[src/rtl/sl_pkg.sv]
// rtl/sl_pkg.sv - shared constants and state encoding for the structured-light pattern sequencer
package sl_pkg;

  localparam int K_MAX   = 60;
  localparam int N_STEPS = 8;

  // 2^32 / 8: phase increment numerator before dividing by K
  localparam logic [31:0] PINC_NUM = 32'h2000_0000;

  typedef enum logic [2:0] {
    IDLE   = 3'd0,
    SETTLE = 3'd1,
    RUN    = 3'd2,
    HOLD   = 3'd3,
    DONE   = 3'd4
  } state_t;

endpackage

[src/rtl/sl_pattern_sequencer_if.sv]
// rtl/sl_pattern_sequencer_if.sv - frame sync, camera handshake and DDS control bundle
interface sl_pattern_sequencer_if;

  logic        sync_vs;
  logic        sync_in_1;
  logic        sync_in_2;
  logic [31:0] phase_inc;
  logic [31:0] poff;
  logic [7:0]  co_k;
  logic [7:0]  co_n;
  logic        cam_trig;
  logic        frame_mark;
  logic        busy;
  logic        done;

  modport master (
    output sync_vs, sync_in_1, sync_in_2,
    input  phase_inc, poff, co_k, co_n, cam_trig, frame_mark, busy, done
  );

  modport slave (
    input  sync_vs, sync_in_1, sync_in_2,
    output phase_inc, poff, co_k, co_n, cam_trig, frame_mark, busy, done
  );

endinterface

[src/rtl/sl_pinc_div.sv]
// rtl/sl_pinc_div.sv - 32-cycle restoring unsigned divider with start/busy/valid handshake
module sl_pinc_div (
  input  logic        clk,
  input  logic        rst,
  input  logic        start,
  input  logic [31:0] num,
  input  logic [31:0] den,
  output logic        busy,
  output logic        valid,
  output logic [31:0] quo
);

  logic [31:0] rem;
  logic [31:0] dvs;
  logic [5:0]  cnt;
  logic [32:0] rem_sh;
  logic [32:0] diff;

  // quo doubles as the dividend shift register; bit 32 of diff is the borrow
  always_comb begin
    rem_sh = {rem, quo[31]};
    diff   = rem_sh - {1'b0, dvs};
  end

  always_ff @(posedge clk or posedge rst) begin
    if (rst) begin
      rem   <= '0;
      dvs   <= '0;
      quo   <= '0;
      cnt   <= '0;
      busy  <= 1'b0;
      valid <= 1'b0;
    end else begin
      valid <= 1'b0;
      if (start) begin
        quo  <= num;
        dvs  <= den;
        rem  <= '0;
        cnt  <= 6'd32;
        busy <= 1'b1;
      end else if (busy) begin
        if (!diff[32]) begin
          rem <= diff[31:0];
          quo <= {quo[30:0], 1'b1};
        end else begin
          rem <= rem_sh[31:0];
          quo <= {quo[30:0], 1'b0};
        end
        cnt <= cnt - 6'd1;
        if (cnt == 6'd1) begin
          busy  <= 1'b0;
          valid <= 1'b1;
        end
      end
    end
  end

endmodule

[src/rtl/sl_pattern_sequencer.sv]
// rtl/sl_pattern_sequencer.sv - steps K x n phase-shift patterns per video frame and drives camera sync
module sl_pattern_sequencer #(
  parameter int K_MAX       = sl_pkg::K_MAX,
  parameter int N_STEPS     = sl_pkg::N_STEPS,
  parameter int SETTLE_FRMS = 2,
  parameter int TRIG_CYCLES = 16,
  parameter int MARK_STEP   = 1,
  parameter int LOOP        = 0
) (
  input  logic                 clk_25,
  input  logic                 reset,
  sl_pattern_sequencer_if.slave bus
);
  import sl_pkg::*;

  localparam int NB   = $clog2(N_STEPS);
  localparam int NPAT = K_MAX * N_STEPS;
  localparam int IW   = $clog2(NPAT);

  logic [1:0]    vs_sr, t_sr, r_sr;
  logic          vs_d;
  logic          fb, trig_en, ready;
  state_t        state;
  logic [IW-1:0] idx;
  logic          fin, pend, calc, shadow_valid;
  logic [31:0]   shadow_pinc;
  logic [7:0]    settle_cnt;
  logic [15:0]   trig_cnt;
  logic [31:0]   phase_inc_r, poff_r;
  logic [7:0]    co_k_r, co_n_r;
  logic          cam_trig_r, frame_mark_r, busy_r, done_r;
  logic [7:0]    k_cur, n_cur;
  logic [31:0]   poff_cur, div_num, div_den, div_q;
  logic          div_busy, div_valid;
  logic          boundary, take;

  always_ff @(posedge clk_25 or posedge reset) begin
    if (reset) begin
      vs_sr <= '0;
      t_sr  <= '0;
      r_sr  <= '0;
      vs_d  <= 1'b0;
    end else begin
      vs_sr <= {vs_sr[0], bus.sync_vs};
      t_sr  <= {t_sr[0], bus.sync_in_1};
      r_sr  <= {r_sr[0], bus.sync_in_2};
      vs_d  <= vs_sr[1];
    end
  end

  assign fb      = vs_d & ~vs_sr[1];
  assign trig_en = t_sr[1];
  assign ready   = r_sr[1];

  assign n_cur    = 8'(idx[NB-1:0]);
  assign k_cur    = 8'(idx[IW-1:NB]) + 8'd1;
  assign poff_cur = {idx[NB-1:0], {(32-NB){1'b0}}};
  assign div_num  = PINC_NUM + 32'(k_cur >> 1);
  assign div_den  = 32'(k_cur);

  // A late shadow (pend) defers the output load and index advance until the divider finishes
  assign boundary = fb && trig_en && ready && !fin && (state == RUN || state == HOLD);
  assign take     = trig_en && shadow_valid && !div_busy && (boundary || pend);

  sl_pinc_div u_div (
    .clk   (clk_25),
    .rst   (reset),
    .start (calc),
    .num   (div_num),
    .den   (div_den),
    .busy  (div_busy),
    .valid (div_valid),
    .quo   (div_q)
  );

  always_ff @(posedge clk_25 or posedge reset) begin
    if (reset) begin
      state        <= IDLE;
      idx          <= '0;
      fin          <= 1'b0;
      pend         <= 1'b0;
      calc         <= 1'b0;
      shadow_valid <= 1'b1;
      shadow_pinc  <= PINC_NUM;
      settle_cnt   <= '0;
      trig_cnt     <= '0;
      phase_inc_r  <= PINC_NUM;
      poff_r       <= '0;
      co_k_r       <= 8'd1;
      co_n_r       <= '0;
      cam_trig_r   <= 1'b0;
      frame_mark_r <= 1'b0;
      busy_r       <= 1'b0;
      done_r       <= 1'b0;
    end else begin
      calc         <= 1'b0;
      frame_mark_r <= (co_n_r == 8'(MARK_STEP)) && busy_r;

      if (cam_trig_r) begin
        if (trig_cnt == '0) cam_trig_r <= 1'b0;
        else                trig_cnt   <= trig_cnt - 16'd1;
      end
      if (div_valid && !calc) begin
        shadow_pinc  <= div_q;
        shadow_valid <= 1'b1;
      end
      if (boundary) begin
        cam_trig_r <= 1'b1;
        trig_cnt   <= 16'(TRIG_CYCLES - 1);
        pend       <= 1'b1;
      end
      if (take) begin
        phase_inc_r  <= shadow_pinc;
        poff_r       <= poff_cur;
        co_k_r       <= k_cur;
        co_n_r       <= n_cur;
        pend         <= 1'b0;
        calc         <= 1'b1;
        shadow_valid <= 1'b0;
        if (idx == IW'(NPAT - 1)) begin
          idx <= '0;
          if (LOOP == 0) fin <= 1'b1;
        end else begin
          idx <= idx + IW'(1);
        end
      end

      if (!trig_en && state != IDLE) begin
        state        <= IDLE;
        idx          <= '0;
        fin          <= 1'b0;
        pend         <= 1'b0;
        calc         <= 1'b1;
        shadow_valid <= 1'b0;
        cam_trig_r   <= 1'b0;
        busy_r       <= 1'b0;
        done_r       <= 1'b0;
      end else begin
        case (state)
          IDLE: begin
            if (fb) begin
              phase_inc_r <= PINC_NUM;
              poff_r      <= '0;
              co_k_r      <= 8'd1;
              co_n_r      <= '0;
            end
            if (trig_en) begin
              state      <= SETTLE;
              settle_cnt <= '0;
              busy_r     <= 1'b1;
            end
          end
          SETTLE: begin
            if (!ready) begin
              settle_cnt <= '0;
            end else if (fb) begin
              settle_cnt <= settle_cnt + 8'd1;
              if (settle_cnt == 8'(SETTLE_FRMS - 1)) state <= RUN;
            end
          end
          RUN, HOLD: begin
            // fin: the last pattern has had its full frame, so this boundary ends the sweep
            if (fb) begin
              if (!ready) begin
                state <= HOLD;
              end else if (fin) begin
                state  <= DONE;
                busy_r <= 1'b0;
                done_r <= 1'b1;
              end else begin
                state <= RUN;
              end
            end
          end
          default: ;
        endcase
      end
    end
  end

  assign bus.phase_inc  = phase_inc_r;
  assign bus.poff       = poff_r;
  assign bus.co_k       = co_k_r;
  assign bus.co_n       = co_n_r;
  assign bus.cam_trig   = cam_trig_r;
  assign bus.frame_mark = frame_mark_r;
  assign bus.busy       = busy_r;
  assign bus.done       = done_r;

endmodule

[src/flat_wrapper.sv]
// flat-port wrapper written by rule: the top's interface ports become plain ports
module sl_pattern_sequencer_flat import sl_pkg::*;
#(
  parameter int K_MAX       = sl_pkg::K_MAX,
  parameter int N_STEPS     = sl_pkg::N_STEPS,
  parameter int SETTLE_FRMS = 2,
  parameter int TRIG_CYCLES = 16,
  parameter int MARK_STEP   = 1,
  parameter int LOOP        = 0
)
  (clk_25, reset, bus_sync_vs, bus_sync_in_1, bus_sync_in_2, bus_phase_inc, bus_poff, bus_co_k, bus_co_n, bus_cam_trig, bus_frame_mark, bus_busy, bus_done);
  sl_pattern_sequencer_if bus_i ();
  input  logic clk_25;
  input  logic reset;
  input wire logic [$bits(bus_i.sync_vs)-1:0] bus_sync_vs;
  input wire logic [$bits(bus_i.sync_in_1)-1:0] bus_sync_in_1;
  input wire logic [$bits(bus_i.sync_in_2)-1:0] bus_sync_in_2;
  output wire logic [$bits(bus_i.phase_inc)-1:0] bus_phase_inc;
  output wire logic [$bits(bus_i.poff)-1:0] bus_poff;
  output wire logic [$bits(bus_i.co_k)-1:0] bus_co_k;
  output wire logic [$bits(bus_i.co_n)-1:0] bus_co_n;
  output wire logic [$bits(bus_i.cam_trig)-1:0] bus_cam_trig;
  output wire logic [$bits(bus_i.frame_mark)-1:0] bus_frame_mark;
  output wire logic [$bits(bus_i.busy)-1:0] bus_busy;
  output wire logic [$bits(bus_i.done)-1:0] bus_done;
  assign bus_i.sync_vs = bus_sync_vs;
  assign bus_i.sync_in_1 = bus_sync_in_1;
  assign bus_i.sync_in_2 = bus_sync_in_2;
  assign bus_phase_inc = bus_i.phase_inc;
  assign bus_poff = bus_i.poff;
  assign bus_co_k = bus_i.co_k;
  assign bus_co_n = bus_i.co_n;
  assign bus_cam_trig = bus_i.cam_trig;
  assign bus_frame_mark = bus_i.frame_mark;
  assign bus_busy = bus_i.busy;
  assign bus_done = bus_i.done;
  sl_pattern_sequencer #(.K_MAX(K_MAX), .N_STEPS(N_STEPS), .SETTLE_FRMS(SETTLE_FRMS), .TRIG_CYCLES(TRIG_CYCLES), .MARK_STEP(MARK_STEP), .LOOP(LOOP)) u_core (.clk_25(clk_25), .reset(reset), .bus(bus_i));
endmodule
[config.mk]
export PLATFORM = sky130hd
export DESIGN_NAME = sl_pattern_sequencer_flat
export DESIGN_NICKNAME = d
export VERILOG_FILES = /design/src/rtl/sl_pkg.sv /design/src/rtl/sl_pattern_sequencer_if.sv /design/src/rtl/sl_pinc_div.sv /design/src/rtl/sl_pattern_sequencer.sv /design/src/flat_wrapper.sv
export SDC_FILE = /design/constraint.sdc
export NUM_CORES = 1
export LEC_CHECK = 0
export ABC_AREA = 1
export BUFFER_PORTS_ARGS = -buffer_cell sky130_fd_sc_hd__buf_4
export CAP_MARGIN = 10
export CORE_UTILIZATION = 54
export DETAILED_ROUTE_END_ITERATION = 10
export PLACE_DENSITY = 0.84
export SYNTH_ARGS = -nofsm -noshare
export SYNTH_HDL_FRONTEND = slang
export SYNTH_SLANG_ARGS = --single-unit
[constraint.sdc]
create_clock -name clk_25 -period 7.16 [get_ports clk_25]
set_clock_uncertainty 0.2 [all_clocks]
set_input_delay 0.358 -clock clk_25 [delete_from_list [all_inputs] [get_ports clk_25]]
set_output_delay 0.358 -clock clk_25 [all_outputs]
set_load 0.005 [all_outputs]
==> results of run 1 <==
-- where the power goes --
part           internal (W)  switching [W]
Sequential          0.00157       0.000195
Clock              0.000752       0.000544
Combinational      0.000556        0.00119
Total               0.00288        0.00193
-- sequential cells by signal, summed over array words and instances, names as in the netlist, 2 cells and up --
name                  flops
u_core.idx                9
u_core.u_div.dvs          7
u_core.trig_cnt          16
u_core.state              3
u_core.u_div.quo         32
u_core.bus.co_k           8
u_core.u_div.rem         32
u_core.bus.phase_inc     32
u_core.bus.poff          32
u_core.r_sr               2
u_core.shadow_pinc       32
u_core.t_sr               2
u_core.u_div.cnt          6
u_core.bus.co_n           8
u_core.vs_sr              2
u_core.settle_cnt         8
-- cell type report --
class                      count  share of cell area, %
timing repair buffer          99                   5.85
clock buffer                  35                   5.60
clock inverter                10                  0.697
tap                          270                   2.58
multi-input combinational    990                   34.7
inverter                     150                   4.33
sequential                   242                   46.3
-- cell families after synthesis --
| group | synth area share (%) |
|---|---|
| XOR/XNOR | 1.61 |
| flip-flops | 53.1 |
| AO/OA/AOI/OAI | 9.72 |
| AND/OR/NAND/NOR | 26.7 |
| adder cells (fa/ha/maj) | 1.71 |
| buffers and inverters | 7.10 |
-- metrics by stage --
stage	utilization (%)	hold slack, ns	total power, W
5_1_grt	63.9	0.179	0.00515
3_3_place_gp	59.7	0.142	0.00342
2_1_floorplan	-	0.131	0.00310
6_report	63.9	0.153	0.00481
4_1_cts	63.9	0.156	0.00480
3_5_place_dp	59.7	0.141	0.00348
-- cell usage after synthesis (7+ instances only) --
cell type / instances / area, um^2
nor3_1: 16 / 80.1
o31ai_1: 7 / 52.6
nand3_1: 60 / 300
xnor2_1: 9 / 78.8
nand4_1: 18 / 113
nand2_1: 439 / 1650
o21ai_0: 113 / 566
xor2_1: 12 / 105
nor2_1: 201 / 754
o22ai_1: 29 / 181
clkbuf_1: 29 / 109
dfrtp_1: 238 / 5960
buf_2: 14 / 70.1
inv_1: 147 / 552
a21oi_1: 26 / 130
ha_1: 14 / 175
-- worst min-delay path by stage --
stage	start	to	depth (start not counted)
2_1_floorplan	u_core.r_sr[0]	u_core.r_sr[1]	0
3_3_place_gp	u_core.r_sr[0]	u_core.r_sr[1]	0
3_5_place_dp	u_core.r_sr[0]	u_core.r_sr[1]	0
4_1_cts	u_core.r_sr[0]	u_core.r_sr[1]	0
5_1_grt	u_core.r_sr[0]	u_core.r_sr[1]	0
6_report	u_core.r_sr[0]	u_core.r_sr[1]	0
-- metal layers --
layer / vias to the layer above / share of wire (%)
li1: 4708 / -
met5: - / 0
met4: 0 / 2.0
met3: 46 / 4.7
met2: 297 / 48
met1: 4704 / 45
==> reports/qor.csv, run 1 <==
stage,metric,value,unit
setup_path,slowest_stage,a21boi_4,
setup_path,cp_top_family,simple AND/OR/NAND/NOR gates,
setup_path,worstSetupEndpointType,register,
placement,io_buffers,88,
route,routedWlPerCell,14.8,um
power,pwr_density_cell,367,nW/um^2
route,detail_route.wirelength,26500,um
placement,place_area,12200,um^2
yosys,ys.flop_type,dfrtp_1,
clocking,root_buffer,clkbuf_16,
route,dr_total_vias,9755,
clocking,cts_sinks,242,
route,drt-initial-drc-count,857,
global_routing,grt.total_usage,24.6,%
route,avgViaCountPerCell,5.43,
status,status,completed,
finish,mostFrequentLayoutCell,nand2_1,
setup_path,timing.critical_path.buf_inv,2,
setup_path,crit_type,register to register,
placement,place_inst,1747,
yosys,ys_ff_latch,242,
timing,grt_setup_unrepaired,false,
clocking,clkTransAtPathRegs,0.06,ns
setup_path,r2r-start,u_core.state[2],
clocking,post_cts_buffers,0,
floorplan,die_h,147,um
setup_path,startpoint,u_core.state[2],
route,drcViolationCount,0,
timing,worst_pin_slew,1.06,ns
global_routing,met3_usage,2.92,%
setup_path,crit_arrival,3.60,ns
global_routing,grt_pass1_vias,9111,
finish,multi_input_comb_area,4540,um^2
timing,min_period,3.40,ns
route,first_pass_iters,7,
yosys,synth_cells,1432,
finish,layout.nets,1528,
placement,finalWeightedCongestion,0.942,
clocking,cts_hold_buffers,4,
global_routing,antenna_found_initial,0,
setup_path,cp-start-kind,register,
setup_path,reg2reg_depth,9,
clocking,tritoncts,yes,
yosys,synth_cell_types,42,
finish,fin_area,13100,um^2
clocking,numCtsBuffers,25,
yosys,synth_nets,1452,
placement,pre_cts_ws,3.81,ns
timing,maxClockFrequency,295,MHz
global_routing,overflow,0,
floorplan,die_area,21700,um^2
yosys,synth_edf_count,0,
timing,relSlewSlack,28.7,%
global_routing,grtUsageMet1,33.8,%
floorplan,rows,52,
global_routing,grt_max_degree,149,
clocking,h-tree-depth,1,
finish,final_cell_mix,"nand2_1, dfrtp_1, nor2_1",
global_routing,grt_first_pass_wirelength,44100,um
timing,tns,0,ns
global_routing,busiest_layer,met2,
finish,stdcell_count,1796,
route,drtAntennaViolNets,0,
clocking,clock_latency,0.52,ns
hold_path,hp-class,register to register,
placement,dp_hpwl,16900,um
yosys,synth_area,11400,um^2
timing,timing.final.crit_share,47.4,%
setup_path,cpMostUsedCell,nand2_1,
clocking,ctsResizeCount,0,
setup_path,r2r-end,u_core.idx[0],
finish,area_growth,14.9,%
timing,setup_viol,0,
setup_path,crit_end,u_core.idx[0],
floorplan,core_area,20500,um^2
power,ir_drop,209,uV
floorplan,io_pins,89,
finish,seq_area,6060,um^2
run,cap_violations,0,
setup_path,worstPathCellList,inv_1 -> nand2_1 -> nor2_1 -> nand4_1 -> a21boi_4 -> buf_4 -> nand2_1 -> nand2_1 -> a21oi_1,
timing,finalWorstSetupSlack,3.76,ns
finish,drive_gt1_share,10.5,%
floorplan,start_util,55.6,%
setup_path,cpPeakStageDelay,0.96,ns
yosys,syn_area_per_cell,7.96,um^2
finish,diodes,0,
yosys,ys_warn_count,0,
clocking,clock_path_buffers,3,
yosys,seq_area_frac_synth,53.1,%
timing,hold_viol,0,
setup_path,reg2reg_slack,3.76,ns
global_routing,met2_usage,41.3,%
power,leakagePower,6.79,nW
floorplan,die_x,147,um
yosys,async_flop_share,100,%
setup_path,cp.depth,9,
finish,fill_cells,1612,
setup_path,required,7.37,ns
timing,maxSlewViolCount,0,
setup_path,critPathMaxFanout,46,
(Power assumes the default switching activity.)
==> run 2: changes to the inputs <==
- clock period: 7.16 -> 3 ns (I/O delays scaled with it)
==> reports/qor.csv, run 2 (synthesized netlist as in run 1, its figures left out) <==
stage,metric,value,unit,change
status,status,completed,,
power,pwr_density_cell,874,nW/um^2,+140%
clocking,root_buffer,clkbuf_16,,
global_routing,antenna_found_initial,0,,unchanged
setup_path,required,3.22,ns,-4.15 ns
setup_path,crit_arrival,2.90,ns,-0.70 ns
route,detail_route.wirelength,27600,um,+4.2%
setup_path,crit_type,register to register,,
placement,dp_hpwl,18200,um,+7.9%
setup_path,cpPeakStageDelay,0.41,ns,-0.55 ns
setup_path,critPathMaxFanout,17,,-63%
run,cap_violations,0,,unchanged
finish,stdcell_count,1817,,+1.2%
finish,drive_gt1_share,11.6,%,+1.2 points
setup_path,worstSetupEndpointType,register,,
setup_path,cp_top_family,simple AND/OR/NAND/NOR gates,,
clocking,tritoncts,yes,,
finish,fin_area,13400,um^2,+2.0%
clocking,numCtsBuffers,25,,unchanged
placement,finalWeightedCongestion,0.938,,-0.49%
timing,timing.final.crit_share,89.3,%,+42 points
power,p_int,0.00703,W,+140%
finish,diodes,0,,unchanged
clocking,cts_sinks,242,,unchanged
global_routing,busiest_layer,met2,,
timing,relSlewSlack,36.5,%,+7.9 points
setup_path,slowest_stage,fa_1,,
floorplan,core_area,20500,um^2,unchanged
power,swShare,39.8,%,-0.34 points
timing,setup_viol,0,,unchanged
finish,fill_cells,1609,,-0.19%
hold_path,hp-class,input port to register,,
global_routing,grtUsageMet1,35.6,%,+1.8 points
timing,min_period,2.68,ns,-0.715 ns
finish,area_growth,17.2,%,
power,ir_drop,522,uV,+150%
power,clkPwrFrac,27.3,%,+0.3 points
power,pwr-share-seq,36.1,%,-0.6 points
setup_path,cpMostUsedCell,nand2_1,,
clocking,h-tree-depth,1,,unchanged
clocking,clock_path_buffers,3,,unchanged
finish,final_cell_mix,"nand2_1, dfrtp_1, nor2_1",,
clocking,clkTransAtPathRegs,0.07,ns,about the same
route,drt-initial-drc-count,717,,-16%
floorplan,die_x,147,um,unchanged
route,drcViolationCount,0,,unchanged
floorplan,die_h,147,um,unchanged
clocking,clock_latency,0.53,ns,about the same
route,first_pass_iters,5,,-2
route,routedWlPerCell,15.2,um,+3.0%
setup_path,cp-start-kind,register,,
global_routing,grt.total_usage,26.6,%,+2.1 points
finish,layout.nets,1548,,+1.3%
power,leakagePower,6.93,nW,+2.0%
setup_path,worstPathCellList,inv_1 -> ha_1 -> inv_1 -> fa_1 -> nand2_1 -> nand2_1 -> nand2_1 -> nor2_1 -> nor2_2 -> nand3_2 -> nand2_2 -> buf_4 -> nand2_1 -> nand3_1 -> nand2_1,,
global_routing,met2_usage,46.1,%,+4.7 points
route,dr_total_vias,9890,,+1.4%
global_routing,overflow,0,,unchanged
floorplan,rows,52,,unchanged
timing,hold_viol,0,,unchanged
floorplan,io_pins,89,,unchanged
placement,place_area,12500,um^2,+1.9%
floorplan,die_area,21700,um^2,unchanged
timing,worst_pin_slew,0.950,ns,-0.114 ns
timing,grt_setup_unrepaired,false,,
setup_path,timing.critical_path.buf_inv,3,,+1
floorplan,start_util,55.6,%,unchanged
timing,maxSlewViolCount,0,,unchanged
placement,io_buffers,88,,unchanged
global_routing,grt_max_degree,55,,-63%
placement,place_inst,1767,,+1.1%
route,avgViaCountPerCell,5.44,,+0.21%
global_routing,met3_usage,3.20,%,+0.28 points
timing,maxClockFrequency,373,MHz,+27%
route,drtAntennaViolNets,0,,unchanged
power,comb_power_share,36.7,%,+0.4 points
global_routing,grt_pass1_vias,10000,,+9.9%
clocking,ctsResizeCount,0,,unchanged
finish,mostFrequentLayoutCell,nand2_1,,
global_routing,grt_first_pass_wirelength,47900,um,+8.4%
power,p_switching,0.00465,W,+140%
timing,whs,0.0795,ns,-0.0740 ns
-- run 2: cell count changes in the layout (fill, tap and decap cells not counted) --
cell	change
bufinv_16	+1
clkinv_2	-1
buf_4	+13
clkinvlp_4	+1
buf_12	+7
inv_6	-1
clkbuf_1	+1
-- run 2: worst paths after layout --
kind	startpoint	to	slack, ns	depth (start not counted)
worst min-delay path	bus_sync_in_2	u_core.r_sr[0]	0.08	2
worst max register to register	u_core.u_div.quo[31]	u_core.u_div.rem[5]	0.32	15
max in group asynchronous	reset	u_core.bus.poff[5]	1.66	4
worst min register to register	u_core.r_sr[0]	u_core.r_sr[1]	0.15	0
worst max-delay path	u_core.u_div.quo[31]	u_core.u_div.rem[5]	0.32	15
min in group asynchronous	reset	u_core.vs_sr[1]	0.19	3
-- run 2: power groups by stage --
stage,Combinational (W),Clock [W],Sequential (W)
after floorplan,0.00330,0,0.00411
after global placement,0.00405,0,0.00423
after detailed placement,0.00419,0,0.00424
after CTS,0.00425,0.00322,0.00420
after global routing,0.00495,0.00334,0.00428
final,0.00428,0.00319,0.00422
-- run 2: cell type report --
class | instances | area, um^2 | share of cell area [%]
clock inverters | 10 | 115 | 0.861
clock buffers | 36 | 737 | 5.51
well taps | 270 | 338 | 2.53
repair buffers | 119 | 1000 | 7.51
inverters | 150 | 567 | 4.24
flip-flops and latches | 242 | 6060 | 45.3
multi-input cells | 990 | 4540 | 34.0
-- run 2: what timing repair did --
| item | 4_1_cts | 5_1_grt |
|---|---|---|
| setup buffers | 0 | 0 |
| hold buffers | 4 | 0 |
| endpoints found under the hold margin | 34 | 0 |
| endpoints found under the setup margin | 0 | 0 |
-- run 2: worst register-to-register path, stage by stage (launching register included) --
cell and delay [ns]:
dfrtp_1 0.36, inv_1 0.12, ha_1 0.16, inv_1 0.08, fa_1 0.41, nand2_1 0.08
nand2_1 0.08, nand2_1 0.11, nor2_1 0.06, nor2_2 0.25, nand3_2 0.13, nand2_2 0.09
buf_4 0.22, nand2_1 0.11, nand3_1 0.09, nand2_1 0.05
-- run 2: stage by stage --
stage          total power [W]  util (%)  setup TNS (ns)  worst slack (ns)
4_1_cts                 0.0117      65.2               0             0.339
3_5_place_dp           0.00843      60.9               0             0.373
6_report                0.0117      65.2               0             0.320
2_1_floorplan          0.00741         -         -124.36            -0.523
5_1_grt                 0.0126      65.2               0            0.0863
3_3_place_gp           0.00829      60.9               0             0.492
-- run 2: metal layers --
metal	vias to the layer above	routed length [um]	part of all wire, %
met4	0	527	1.9
met5	-	0	0
met2	330	13700	50
met3	47	1470	5.3
met1	4771	11900	43
li1	4742	-	-
